## src/rtl/ula_operand_issue.sv

```systemverilog
// Operand-fetch/issue stage in front of the ULA: register file, operand read
// with writeback bypass, busy-bit scoreboard for RAW/WAW stalls, and a
// registered A/B/opcode output with a valid/ready handshake.
module ula_operand_issue #(
    parameter int DATA_W = 32,
    parameter int ADDR_W = 5,
    parameter int IMM_W  = 16
) (
    input  logic              clk,
    input  logic              rst_n,
    input  logic              in_valid,
    output logic              in_ready,
    input  logic [4:0]        in_opcode,
    input  logic [ADDR_W-1:0] in_rs,
    input  logic [ADDR_W-1:0] in_rt,
    input  logic [ADDR_W-1:0] in_rd,
    input  logic              in_we,
    input  logic              in_use_imm,
    input  logic [IMM_W-1:0]  in_imm,
    output logic [DATA_W-1:0] A,
    output logic [DATA_W-1:0] B,
    output logic [4:0]        opcode,
    output logic [ADDR_W-1:0] out_rd,
    output logic              out_we,
    output logic              out_valid,
    input  logic              out_ready,
    input  logic              wb_en,
    input  logic [ADDR_W-1:0] wb_addr,
    input  logic [DATA_W-1:0] wb_data
);

    localparam int NREG = 1 << ADDR_W;

    logic [DATA_W-1:0] regs [NREG];
    logic [NREG-1:0]   busy;
    logic [NREG-1:0]   busy_nxt;
    logic              started;
    logic [DATA_W-1:0] rs_val;
    logic [DATA_W-1:0] rt_val;
    logic [DATA_W-1:0] b_val;
    logic              haz_rs;
    logic              haz_rt;
    logic              haz_rd;
    logic              hazard;
    logic              accept;

    // Operand read with same-cycle writeback bypass; r0 always reads zero.
    always_comb begin
        rs_val = regs[in_rs];
        rt_val = regs[in_rt];
        if (wb_en && (wb_addr == in_rs)) rs_val = wb_data;
        if (wb_en && (wb_addr == in_rt)) rt_val = wb_data;
        if (in_rs == '0) rs_val = '0;
        if (in_rt == '0) rt_val = '0;
        b_val = in_use_imm ? {{(DATA_W-IMM_W){in_imm[IMM_W-1]}}, in_imm} : rt_val;
    end

    // Hazard detection; a writeback landing this cycle releases the register.
    always_comb begin
        haz_rs = (in_rs != '0) && busy[in_rs] && !(wb_en && (wb_addr == in_rs));
        haz_rt = (in_rt != '0) && !in_use_imm && busy[in_rt]
                 && !(wb_en && (wb_addr == in_rt));
        haz_rd = (in_rd != '0) && in_we && busy[in_rd]
                 && !(wb_en && (wb_addr == in_rd));
        hazard   = haz_rs || haz_rt || haz_rd;
        in_ready = (!out_valid || out_ready) && !hazard && started && rst_n;
        accept   = in_valid && in_ready;
    end

    // Scoreboard update: writeback clears, a new accept sets, set wins.
    always_comb begin
        busy_nxt = busy;
        if (wb_en) busy_nxt[wb_addr] = 1'b0;
        if (accept && in_we && (in_rd != '0)) busy_nxt[in_rd] = 1'b1;
        busy_nxt[0] = 1'b0;
    end

    // Holds in_ready low until the first edge after reset release.
    always_ff @(posedge clk or negedge rst_n) begin
        if (!rst_n) started <= 1'b0;
        else        started <= 1'b1;
    end

    // Register file; writes to r0 are dropped.
    always_ff @(posedge clk or negedge rst_n) begin
        if (!rst_n) begin
            for (int i = 0; i < NREG; i++) regs[i] <= '0;
        end else if (wb_en && (wb_addr != '0)) begin
            regs[wb_addr] <= wb_data;
        end
    end

    // Busy bits.
    always_ff @(posedge clk or negedge rst_n) begin
        if (!rst_n) busy <= '0;
        else        busy <= busy_nxt;
    end

    // Output operation register: load on accept, drop valid once consumed.
    always_ff @(posedge clk or negedge rst_n) begin
        if (!rst_n) begin
            A         <= '0;
            B         <= '0;
            opcode    <= '0;
            out_rd    <= '0;
            out_we    <= 1'b0;
            out_valid <= 1'b0;
        end else if (accept) begin
            A         <= rs_val;
            B         <= b_val;
            opcode    <= in_opcode;
            out_rd    <= in_rd;
            out_we    <= in_we;
            out_valid <= 1'b1;
        end else if (out_valid && out_ready) begin
            out_valid <= 1'b0;
        end
    end

endmodule

```

## config.mk

```make
export PLATFORM = sky130hd
export DESIGN_NAME = ula_operand_issue
export DESIGN_NICKNAME = d
export VERILOG_FILES = /design/src/rtl/ula_operand_issue.sv
export SDC_FILE = /design/constraint.sdc
export NUM_CORES = 2
export LEC_CHECK = 0
export CORE_ASPECT_RATIO = 1.2
export CORE_MARGIN = 8
export CORE_UTILIZATION = 57
export DETAILED_ROUTE_END_ITERATION = 8
export PLACE_DENSITY = 0.84
export SETUP_SLACK_MARGIN = 0.4
export SLEW_MARGIN = 20
export SYNTH_ARGS = -nofsm -noshare
export SYNTH_HDL_FRONTEND = slang
export SYNTH_SLANG_ARGS = --single-unit
```

## constraint.sdc

```tcl
create_clock -name clk -period 3.74 [get_ports clk]
set_clock_uncertainty 0.2 [all_clocks]
set_input_delay 0.935 -clock clk [delete_from_list [all_inputs] [get_ports clk]]
set_output_delay 0.935 -clock clk [all_outputs]
set_load 0.02 [all_outputs]
```

==> impl_metrics.csv <==
group,metric,value,unit
timing,hold_viol,0,
logic_synthesis,synth_seq_cells,1132,
cells_and_area,regArea,28300,um2
setup_path,reg2reg_slack,150,ps
drt,ant_nets,0,
drt,first_pass_iters,6,
timing,tightest_slew,1080,ps
clock_network,worstSkewPairLatency,710,ps
setup_path,crit_type,"reg2out",
drt,num_vias,41001,
logic_synthesis,ys_warn_count,0,
timing,slew_viol_final,0,
setup_path,worstPathArrival,2790,ps
logic_synthesis,yosysSeqAreaShare,0.473,
drt,wire_per_inst,32.6,um
logic_synthesis,yosysTopAreaCell,"dfrtp_1",
logic_synthesis,synth.avg_cell_area,14.7,um2
timing,finalSetupTns,-184,ps
logic_synthesis,synth_area_leaders,"dfrtp_1 (47%), mux2_2 (20%), mux4_2 (18%)",
grt,grt_pass1_vias,43375,
logic_synthesis,synth_top_area_frac,0.473,
place,dpl_cell_area,64900,um2
setup_path,path_max_fanout,4,
logic_synthesis,synth_ff_type,"dfrtp_1",
power_and_ir_drop,ir_drop,496,uV
logic_synthesis,syn_inst,4079,
clock_network,cts_max_path_buffers,3,
timing,fin_crit,3920,ps
drt,drtIter0Drc,4748,
logic_synthesis,synth-edff-count,0,
timing,setup_ws,-184,ps
cells_and_area,final_area,70200,um2
setup_path,required,2600,ps
clock_network,root_buffer,"clkbuf_16",
outcome,status,"complete, but fails checks",
logic_synthesis,syn_area,59900,um2
timing,finalSetupViolCount,1,
power_and_ir_drop,p_leak,30.6,nW
cells_and_area,area_growth,17.2,%
cells_and_area,nNetsFinal,4310,
setup_path,critPathLaunchType,"register",
clock_network,cts_tree,"yes",
clock_network,cts.clk_slew.worst_paths,70,ps
grt,grt_use_total,0.314,
power_and_ir_drop,p_per_area,529,nW/um2
drt,wirelength,186000,um
logic_synthesis,ys_types,55,
logic_synthesis,async_flop_share,1.00,
place,port-buffer-count,156,
setup_path,r2r-start,"busy[12]",
die,die_w,312,um
timing,slew_headroom,0.280,
place,pre_cts_slack,-490,ps
min_path,worstHoldPathType,"in2async",
setup_path,endpoint_kind,"primary output",
logic_synthesis,syn_nets,4159,
cells_and_area,fillers,6841,
clock_network,numClockSinks,1132,
logic_synthesis,synth_commonest_cells,"dfrtp_1 (1132), mux2_2 (1054), mux4_2 (477), clkbuf_1 (317), mux2i_1 (272)",
grt,grt-ovfl-total,0,
cells_and_area,fin_util,0.672,
clock_network,cts_max_level,3,
grt,grt_max_degree,183,
timing,fmax,255,MHz
die,die_area,116000,um2
logic_synthesis,synth.most_common_cell,"dfrtp_1",
cells_and_area,multi_input_area,30600,um2
flow_run,maxCapViolCount,0,
outcome,violations,"setup timing",
timing,rsz0062_at_grt,"yes",
place,dp_hpwl,109000,um
die,row_count,130,
setup_path,r2r-end,"busy[28]",
drt,vias_per_cell,7.18,
die,start_util,0.574,
die,die_h,371,um
grt,antenna_found_initial,6,
die,io_pins,157,
cells_and_area,drive_above_1_share,0.504,
place,place_congestion,0.882,
setup_path,r2r_cells,18,
drt,remaining_drc_errors,0,
grt,grt_pass1_wl,277000,um
timing,fin_crit_sh,1.05,
die,core,104000,um2
clock_network,cts-buffers-inserted,108,
## cell type report
cell class	count	area share
Inverter	28	0.00153
Tap cell	1386	0.0247
Clock buffer	146	0.0438
Sequential cell	1132	0.403
Antenna cell	2	0.0000713
Clock inverter	56	0.0106
Timing Repair Buffer	505	0.0806
Multi-Input combinational cell	2455	0.435
## timing repair
item / 4_1_cts / 5_1_grt
pin swaps: 17 / 24
buffers inserted: 24 / 16
setup endpoints to repair: 3 / 106
cloned: 3 / 6
gates resized for setup: 122 / 101
hold buffers: 0 / 0
hold endpoints to repair: 0 / 0
## logic make-up after synthesis
kind of cell	after synthesis	synth area share
xor gates and xnor gates	15	0.00219
muxes	1803	0.423
and+or+nand+nor	213	0.0173
DFF	1132	0.473
AOI/OAI and AO/OA	423	0.0519
other	1	0.0000626
buffers and inverters	492	0.0327
## placed cells by master, fill, tap and decap left out, drive strengths merged, types with 4 or more instances in the layout
cell           synthesis  layout
o221ai                 4       4
inv                   26      33
buf                  147     358
mux2i                272     272
clkbuf               317     151
and3                   4       4
clkdlybuf4s50          0     135
nor3                   7       7
xnor2                  7       7
a221oi               109     109
nor2b                  6       6
nor3b                  4       4
nand3b                 9       9
o22ai                 26      26
bufinv                 0      14
dfrtp               1132    1132
o21ai                 60      60
a22oi                 66      66
clkinvlp               0      10
a32o                  11      11
xor2                   8       8
mux2                1054    1054
mux4                 477     477
a2111oi               18      18
clkinv                 2      27
nand3                 62      62
a221o                  4       4
o21bai                34      34
o31ai                 32      32
a21oi                 40      40
or3b                   4       4
o211ai                 8       8
nor4                   5       5
and2                   4       4
dlygate4sd2            0       6
nand2                 52      52
nor2                  46      46
## worst max path at each step
| stage | startpoint | end | slack (ps) | depth (start not counted) |
|---|---|---|---|---|
| after global placement | in_rd[3] | in_ready | -470 | 9 |
| after CTS | busy[18] | in_ready | -130 | 6 |
| after detailed placement | in_rd[3] | in_ready | -490 | 9 |
| after global routing | busy[12] | in_ready | -260 | 7 |
| final | busy[12] | in_ready | -180 | 7 |
| after floorplan | in_rt[0] | in_ready | -30 | 7 |
## registers in the layout, indices dropped and copies added (netlist names)
register	cells
regs	1024
out_rd	5
opcode	5
started	1
busy	31
B	32
out_we	1
out_valid	1
A	32
## routing by layer
layer | share of wire | vias up | routed length [um] | global-route usage
li1 | - | 16160 | - | -
met1 | 0.36 | 21698 | 67500 | 0.396
met3 | 0.10 | 679 | 18700 | 0.0807
met4 | 0.061 | 6 | 11400 | 0.170
met2 | 0.48 | 2458 | 88400 | 0.499
met5 | 0.00023 | - | 42 | 0
## through the flow
step           hold slack [ps]  power [mW]  instances
3_3_place_gp               177        24.4       5456
4_1_cts                    201        37.0       5685
6_report                   195        37.1       5710
2_1_floorplan              241        21.9       4079
5_1_grt                    211        38.5       5710
3_5_place_dp               184        25.0       5456
## where the power goes
part | switching, mW | leakage [nW] | internal, mW | total (mW)
sequential | 1.86 | 14.5 | 14.7 | 16.6
combinational | 3.59 | 14.2 | 5.18 | 8.76
clock | 5.04 | 1.86 | 6.77 | 11.8
total | 10.5 | 30.6 | 26.6 | 37.1
## worst max-delay path, cell delays in order, from the launching register on
cell	delay (ps)
dfrtp_1	420
mux4_2	490
mux2i_2	230
nor2_1	80
o31a_1	300
a32oi_2	220
nor2b_4	230
buf_6	140
(Power assumes the default switching activity.)
